[src/rtl/note_recorder.sv]
// ---------------------------------------------------------------------------
// note_recorder
//   Records live key input into one slot of the song RAM as a list of
//   {note, duration} entries terminated by an all-zero entry, in the same
//   format the song reader plays back. Durations are counted in beats.
//
// Ports:
//   clk          system clock
//   reset        synchronous, active-high reset
//   record_en    level; a sampled rising edge arms a take, falling edge ends it
//   song_select  slot to record into, latched when the take is armed
//   key_valid    a key is currently held
//   key_note     note of the held key (1..63)
//   beat         one-cycle beat pulse
//   wr_en        one-cycle write strobe to the song RAM
//   wr_addr      {slot[1:0], index[4:0]}
//   wr_data      {4'b0, note[5:0], duration[5:0]}; note 0 = rest, all 0 = end
//   recording    high while a take is in progress (ARMED..FINISH)
//   full         set once the last non-terminator entry has been written
//   note_count   entries written in the current take, terminator excluded
//   dbg_state    current FSM state (encoding of state_t)
//
// Handshake: wr_en is a pure strobe with no back-pressure. wr_addr and
// wr_data are only meaningful in the cycle wr_en is high; at most one write
// is issued per cycle.
// ---------------------------------------------------------------------------
module note_recorder #(
    parameter int INDEX_WIDTH = 5,
    parameter int MAX_DUR     = 63
) (
    input  logic                   clk,
    input  logic                   reset,
    input  logic                   record_en,
    input  logic [1:0]             song_select,
    input  logic                   key_valid,
    input  logic [5:0]             key_note,
    input  logic                   beat,
    output logic                   wr_en,
    output logic [INDEX_WIDTH+1:0] wr_addr,
    output logic [15:0]            wr_data,
    output logic                   recording,
    output logic                   full,
    output logic [INDEX_WIDTH-1:0] note_count,
    output logic [2:0]             dbg_state
);

    typedef enum logic [2:0] {
        IDLE   = 3'd0,
        ARMED  = 3'd1,
        HOLD   = 3'd2,
        REST   = 3'd3,
        CLOSE  = 3'd4,
        FINISH = 3'd5,
        DONE   = 3'd6
    } state_t;

    localparam logic [5:0]             DUR_MAX    = 6'(MAX_DUR);
    // The final index of a slot is reserved for the terminator.
    localparam logic [INDEX_WIDTH-1:0] LAST_ENTRY = '1;

    state_t                 state, state_n;
    state_t                 p_next, p_next_n;
    logic                   rec_q;
    logic [1:0]             slot, slot_n;
    logic [INDEX_WIDTH-1:0] index, index_n;
    logic [INDEX_WIDTH-1:0] count_n;
    logic                   full_n;
    logic [5:0]             dur, dur_n;
    logic [5:0]             note, note_n;
    logic [5:0]             p_note, p_note_n;
    logic [5:0]             p_dur, p_dur_n;
    logic                   wr_en_n;
    logic [INDEX_WIDTH+1:0] wr_addr_n;
    logic [15:0]            wr_data_n;
    logic                   recording_n;

    logic                   rise, fall;
    logic [5:0]             dur_inc;
    logic [5:0]             close_dur;
    logic                   do_entry;
    logic [5:0]             e_note, e_dur;

    assign rise      = record_en & ~rec_q;
    assign fall      = ~record_en & rec_q;
    // A beat arriving in the cycle of a transition belongs to the old segment.
    assign dur_inc   = dur + 6'(beat);
    assign close_dur = (dur_inc == 6'd0) ? 6'd1 : dur_inc;
    assign dbg_state = state;

    always_ff @(posedge clk) begin
        // The edge detector follows record_en even through reset, so a level
        // held across reset does not look like a fresh rising edge.
        rec_q <= record_en;
        if (reset) begin
            state      <= IDLE;
            p_next     <= IDLE;
            slot       <= 2'd0;
            index      <= '0;
            note_count <= '0;
            full       <= 1'b0;
            dur        <= 6'd0;
            note       <= 6'd0;
            p_note     <= 6'd0;
            p_dur      <= 6'd0;
            wr_en      <= 1'b0;
            wr_addr    <= '0;
            wr_data    <= 16'd0;
            recording  <= 1'b0;
        end else begin
            state      <= state_n;
            p_next     <= p_next_n;
            slot       <= slot_n;
            index      <= index_n;
            note_count <= count_n;
            full       <= full_n;
            dur        <= dur_n;
            note       <= note_n;
            p_note     <= p_note_n;
            p_dur      <= p_dur_n;
            wr_en      <= wr_en_n;
            wr_addr    <= wr_addr_n;
            wr_data    <= wr_data_n;
            recording  <= recording_n;
        end
    end

    always_comb begin
        state_n   = state;
        p_next_n  = p_next;
        slot_n    = slot;
        index_n   = index;
        count_n   = note_count;
        full_n    = full;
        dur_n     = dur;
        note_n    = note;
        p_note_n  = p_note;
        p_dur_n   = p_dur;
        wr_en_n   = 1'b0;
        wr_addr_n = wr_addr;
        wr_data_n = wr_data;
        do_entry  = 1'b0;
        e_note    = 6'd0;
        e_dur     = 6'd0;

        case (state)
            IDLE: begin
                if (rise) begin
                    slot_n   = song_select;
                    index_n  = '0;
                    count_n  = '0;
                    full_n   = 1'b0;
                    dur_n    = 6'd0;
                    note_n   = 6'd0;
                    state_n  = ARMED;
                end
            end
            ARMED: begin
                if (fall) begin
                    state_n = FINISH;
                end else if (key_valid) begin
                    note_n  = key_note;
                    dur_n   = 6'd0;
                    state_n = HOLD;
                end
            end
            HOLD: begin
                if (fall) begin
                    p_note_n = note;
                    p_dur_n  = close_dur;
                    p_next_n = FINISH;
                    state_n  = CLOSE;
                end else if (!key_valid) begin
                    p_note_n = note;
                    p_dur_n  = close_dur;
                    p_next_n = REST;
                    dur_n    = 6'd0;
                    state_n  = CLOSE;
                end else if (key_note != note) begin
                    p_note_n = note;
                    p_dur_n  = close_dur;
                    p_next_n = HOLD;
                    note_n   = key_note;
                    dur_n    = 6'd0;
                    state_n  = CLOSE;
                end else if (dur_inc == DUR_MAX) begin
                    // Long note: emit a saturated entry and keep holding.
                    do_entry = 1'b1;
                    e_note   = note;
                    e_dur    = DUR_MAX;
                    dur_n    = 6'd0;
                end else begin
                    dur_n = dur_inc;
                end
            end
            REST: begin
                if (fall) begin
                    if (dur_inc != 6'd0) begin
                        p_note_n = 6'd0;
                        p_dur_n  = dur_inc;
                        p_next_n = FINISH;
                        state_n  = CLOSE;
                    end else begin
                        state_n = FINISH;
                    end
                end else if (key_valid) begin
                    note_n = key_note;
                    dur_n  = 6'd0;
                    if (dur_inc != 6'd0) begin
                        p_note_n = 6'd0;
                        p_dur_n  = dur_inc;
                        p_next_n = HOLD;
                        state_n  = CLOSE;
                    end else begin
                        state_n = HOLD;
                    end
                end else if (dur_inc == DUR_MAX) begin
                    do_entry = 1'b1;
                    e_note   = 6'd0;
                    e_dur    = DUR_MAX;
                    dur_n    = 6'd0;
                end else begin
                    dur_n = dur_inc;
                end
            end
            CLOSE: begin
                do_entry = 1'b1;
                e_note   = p_note;
                e_dur    = p_dur;
                state_n  = p_next;
            end
            FINISH: begin
                wr_en_n   = 1'b1;
                wr_addr_n = {slot, index};
                wr_data_n = 16'h0000;
                state_n   = DONE;
            end
            DONE: begin
                if (!record_en) begin
                    state_n = IDLE;
                end
            end
            default: begin
                state_n = IDLE;
            end
        endcase

        // Entry write shared by splits and closes; filling the slot overrides
        // whatever the state wanted next.
        if (do_entry) begin
            wr_en_n   = 1'b1;
            wr_addr_n = {slot, index};
            wr_data_n = {4'b0000, e_note, e_dur};
            index_n   = index + 1'b1;
            count_n   = note_count + 1'b1;
            if (note_count + 1'b1 == LAST_ENTRY) begin
                full_n  = 1'b1;
                state_n = FINISH;
            end
        end

        recording_n = (state_n == ARMED) || (state_n == HOLD) ||
                      (state_n == REST) || (state_n == CLOSE) ||
                      (state_n == FINISH);
    end

endmodule

[config.mk]
export PLATFORM = sky130hd
export DESIGN_NAME = note_recorder
export DESIGN_NICKNAME = d
export VERILOG_FILES = /design/src/rtl/note_recorder.sv
export SDC_FILE = /design/constraint.sdc
export NUM_CORES = 1
export LEC_CHECK = 0
export ABC_AREA = 1
export CAP_MARGIN = 20
export CORE_MARGIN = 2
export CORE_UTILIZATION = 40
export CTS_CLUSTER_DIAMETER = 50
export CTS_CLUSTER_SIZE = 16
export DETAILED_ROUTE_END_ITERATION = 12
export GPL_ROUTABILITY_DRIVEN = 0
export GPL_TIMING_DRIVEN = 0
export MAX_ROUTING_LAYER = met4
export PLACE_DENSITY = 0.61
export SYNTH_ARGS = -nofsm -noshare
export SYNTH_HDL_FRONTEND = slang
export SYNTH_SLANG_ARGS = --single-unit
[constraint.sdc]
create_clock -name clk -period 2.05 [get_ports clk]
set_input_delay 0.41 -clock clk [delete_from_list [all_inputs] [get_ports clk]]
set_output_delay 0.41 -clock clk [all_outputs]
set_load 0.01 [all_outputs]
==> results.txt <==
The nature of the critical path startpoint is an input pin. The die area is 0.008569 mm^2. For this run, the leading register cell type out of synthesis is dfxtp_1. After synthesis, the netlist uses 36 different library cells.

The worst setup path is captured at a flip-flop. The detail route stage leaves a number of antenna-violating nets equal to 0. The most used standard cell by instance count after synthesis is nand2_1. The leakage power is 1.608 nW. In the global route stage, met2 resource usage came out at 0.3054. The via count of the first global-routing pass came out at 2710. The total of endpoints with negative setup slack in the final report came out at 0. The H-tree was split into 3 levels. Clock tree synthesis selected as its root buffer the cell clkbuf_8.

dfxtp_1 takes more of the synthesized area than any other cell. Buffers placed on the I/O ports in this run total 41. The final design area excluding fillers is 0.004109 mm^2.

The placed cell area came out at 0.003687 mm^2. The first-pass GRT wire length is 12950 um. The CTS tree is built. The final sum of negative setup slack came out at 0 ps. The area overhead of the layout relative to synthesis came out at 30.94%. The data arrival at the endpoint of the critical path came out at 2260 ps. The initial antenna violation count came out at 0. After global routing, the most crowded layer is met2. The clock transition time at the flip-flop clock pins of the worst setup and hold paths came out at 80 ps. The number of maximum-capacitance violations is 0.

Of the post-synthesis cell area, the dominant cell type holds 0.4147. The type of the setup path with the least slack is in -> reg. In the routed design, unresolved DRC markers number 0. The effective utilization at floorplan came out at 0.4103. The minimum setup slack in the final design came out at 60.16 ps. The power density relative to cell area is 691.5 mW/mm^2. The iteration-0 DRC count of the detailed router is 130. The placeable core region came out at 0.007647 mm^2. The later pin in the worst-skew pair is clocked with a latency of 340 ps. The maximum net fanout on the critical path came out at 10.

The minimum clock period is 1990 ps. Detailed routing inserted a total of 3068 vias. The worst hold slack came out at 464.4 ps. The fraction of layout instances using a drive strength above 1 came out at 0.1409. In the final design database the tool counted 524 nets. Setup repair after global routing could not meet its margin everywhere. The path class of the tightest hold or removal check is reg -> reg. After global routing the overflow that remains totals 0. In this run the tightest slew margin relative to its limit is 0.5515.

The post-synthesis instance area came out at 0.003138 mm^2. The most critical setup path has its startpoint at key_note[4]. Of all flip-flops after synthesis, the portion carrying an async set or reset was 0. The synthesized flop and latch total is 65. The run finished with clean final reports. The achievable clock frequency is 502.6 MHz. Using the TritonRoute via totals, the vias-per-cell ratio works out to 5.005. The transition at the pin with the smallest max-transition slack is 672.7 ps. The I/O pin count came out at 47. The final worst clock skew came out at 9.723 ps.

After detailed placement, the design holds a cell count of 590. The estimated wirelength of the detail-placed design is 5809 um. Of the available clock period, the critical path in the final layout requires 0.9707. The number of pins with negative max-slew slack in the final report came out at 0. The number of rows created at floorplan came out at 32.

Before antenna repair, the detailed router went through 5 iterations. The number of CTS-inserted buffers came out at 9. The startpoint identified for the worst register-to-register timing path is dur[0]$_SDFFE_PP0P_. Prior to clock tree synthesis, the placed netlist has a worst setup slack of -566.2 ps.

The number of clock sinks seen by CTS is 65. The per-instance average area after synthesis is 7.068 um^2. The sum of routed wire length over all layers is 8017 um.

The die is 92.57 um tall. The commonest cells after synthesis are nand2_1, dfxtp_1, a21oi_1. The number of synthesized flops with an enable pin is 0.

The end-of-flow core utilization came out at 0.5373. The number of inserted diodes came out at 0. The global-route track usage on met3 is 0.03011.

The part of the Yosys area used for sequential elements is 0.4147. The count of non-filler cells in the finished layout is 613. The final total power is 2.841 mW. Dividing the detail-routed wire length by the instance count gives 13.08 um. The number of synthesis warnings is 0. The highest ir drop seen on vdd came out at 311.3 uV. Across every metal layer, demand over resource in global routing totals 0.1963.

The required time of the critical path is 2330 ps. The gate count of the mapped netlist is 444. The width of the die is 92.57 um. The final count of hold timing violations is 0. In the post-synthesis netlist, the biggest area contributors are dfxtp_1, nand2_1, a21oi_1, nand3_1, inv_1. The clock tree buffer depth is 2. Setup slack on the worst reg-to-reg path comes out at 120 ps. The maximum number of pins on one net before global-route repair is 13. The startpoint identified for the worst hold timing path is p_note[1]$_SDFFE_PP0P_. The routing usage on met1 is 0.2679.
[per-layer routing]
metal | up-vias | wire (um)
met2 | 86 | 3640
li1 | 1577 | -
met5 | - | 0
met1 | 1393 | 3821
met4 | 0 | 111
met3 | 12 | 443
[cell families (layout without fill, tap and decap cells)]
family          after synthesis  after routing  synth area share
compound gates              101            101            0.1758
xor+xnor                      6              6           0.01914
fa+ha+maj                     5              5           0.01994
buf+inv                      74            137            0.1025
flops                        65             65            0.4147
other cells                   1              4          0.001195
simple gates                192            193            0.2668
[placed cells by master (no fill, tap or decap), types with 2 or more instances in the layout]
master / instances
nand3b_1: 3
a31oi_1: 4
o21ai_1: 3
clkbuf_8: 10
conb_1: 4
xor2_1: 3
inv_1: 50
nand2_4: 2
bufinv_16: 2
a21oi_1: 62
o21ai_0: 16
nor2_1: 27
o22ai_1: 2
ha_4: 2
buf_6: 4
inv_2: 4
clkbuf_1: 9
nor2_4: 5
ha_1: 3
nor2_2: 5
dfxtp_1: 63
clkdlybuf4s50_1: 40
nand3_1: 39
nand3_2: 3
buf_4: 11
xnor2_1: 2
nand2_1: 92
nand3_4: 2
a211oi_1: 9
nand2_2: 10
clkinvlp_4: 3
[worst max-delay path: stages]
cell	delay, ps
clkdlybuf4s50_1	510
inv_1	50
nand2_1	50
nand2_1	60
nor2_2	160
nand4_1	200
nand2_2	150
nand3_4	80
nand2_4	100
inv_2	60
buf_6	130
or2_0	190
a21oi_1	110
[report_power, final]
part           total, mW  switching, mW  internal, mW
Combinational      0.287          0.182         0.105
Clock               1.24          0.517         0.720
Sequential          1.32         0.0263          1.29
Total               2.84          0.726          2.12
[state kept, by name, summed over array words and instances (netlist names), 5 cells and up]
name,cells
wr_addr,7
index,5
p_dur,6
note_count,5
dur,6
wr_data,12
note,6
p_note,6
[path summary, 6_finish.rpt]
check	cells after the start	endpoint
worst min register to register	2	p_note[1]$_SDFFE_PP0P_
worst max-delay path	13	note_count[1]$_SDFFE_PP0P_
worst min-delay path	2	p_note[1]$_SDFFE_PP0P_
worst max register to register	11	note_count[1]$_SDFFE_PP0P_
[final cells by class]
type	instances	area, um^2
well taps	102	127.6
repair buffers	47	455.4
inverters	55	210.2
flip-flops and latches	65	1306
fillers	746	3538
multi-input cells	309	1662
clock buffers	10	137.6
plain buffers	19	121.4
clock inverters	6	88.84
[what timing repair did]
action                     CTS  global route
resized for setup           10            29
setup buffers                4             2
setup endpoints to repair   49            49
gates cloned                 1             0
pin swaps                    9            10
hold buffers                 0             0
(Power assumes the default switching activity.)
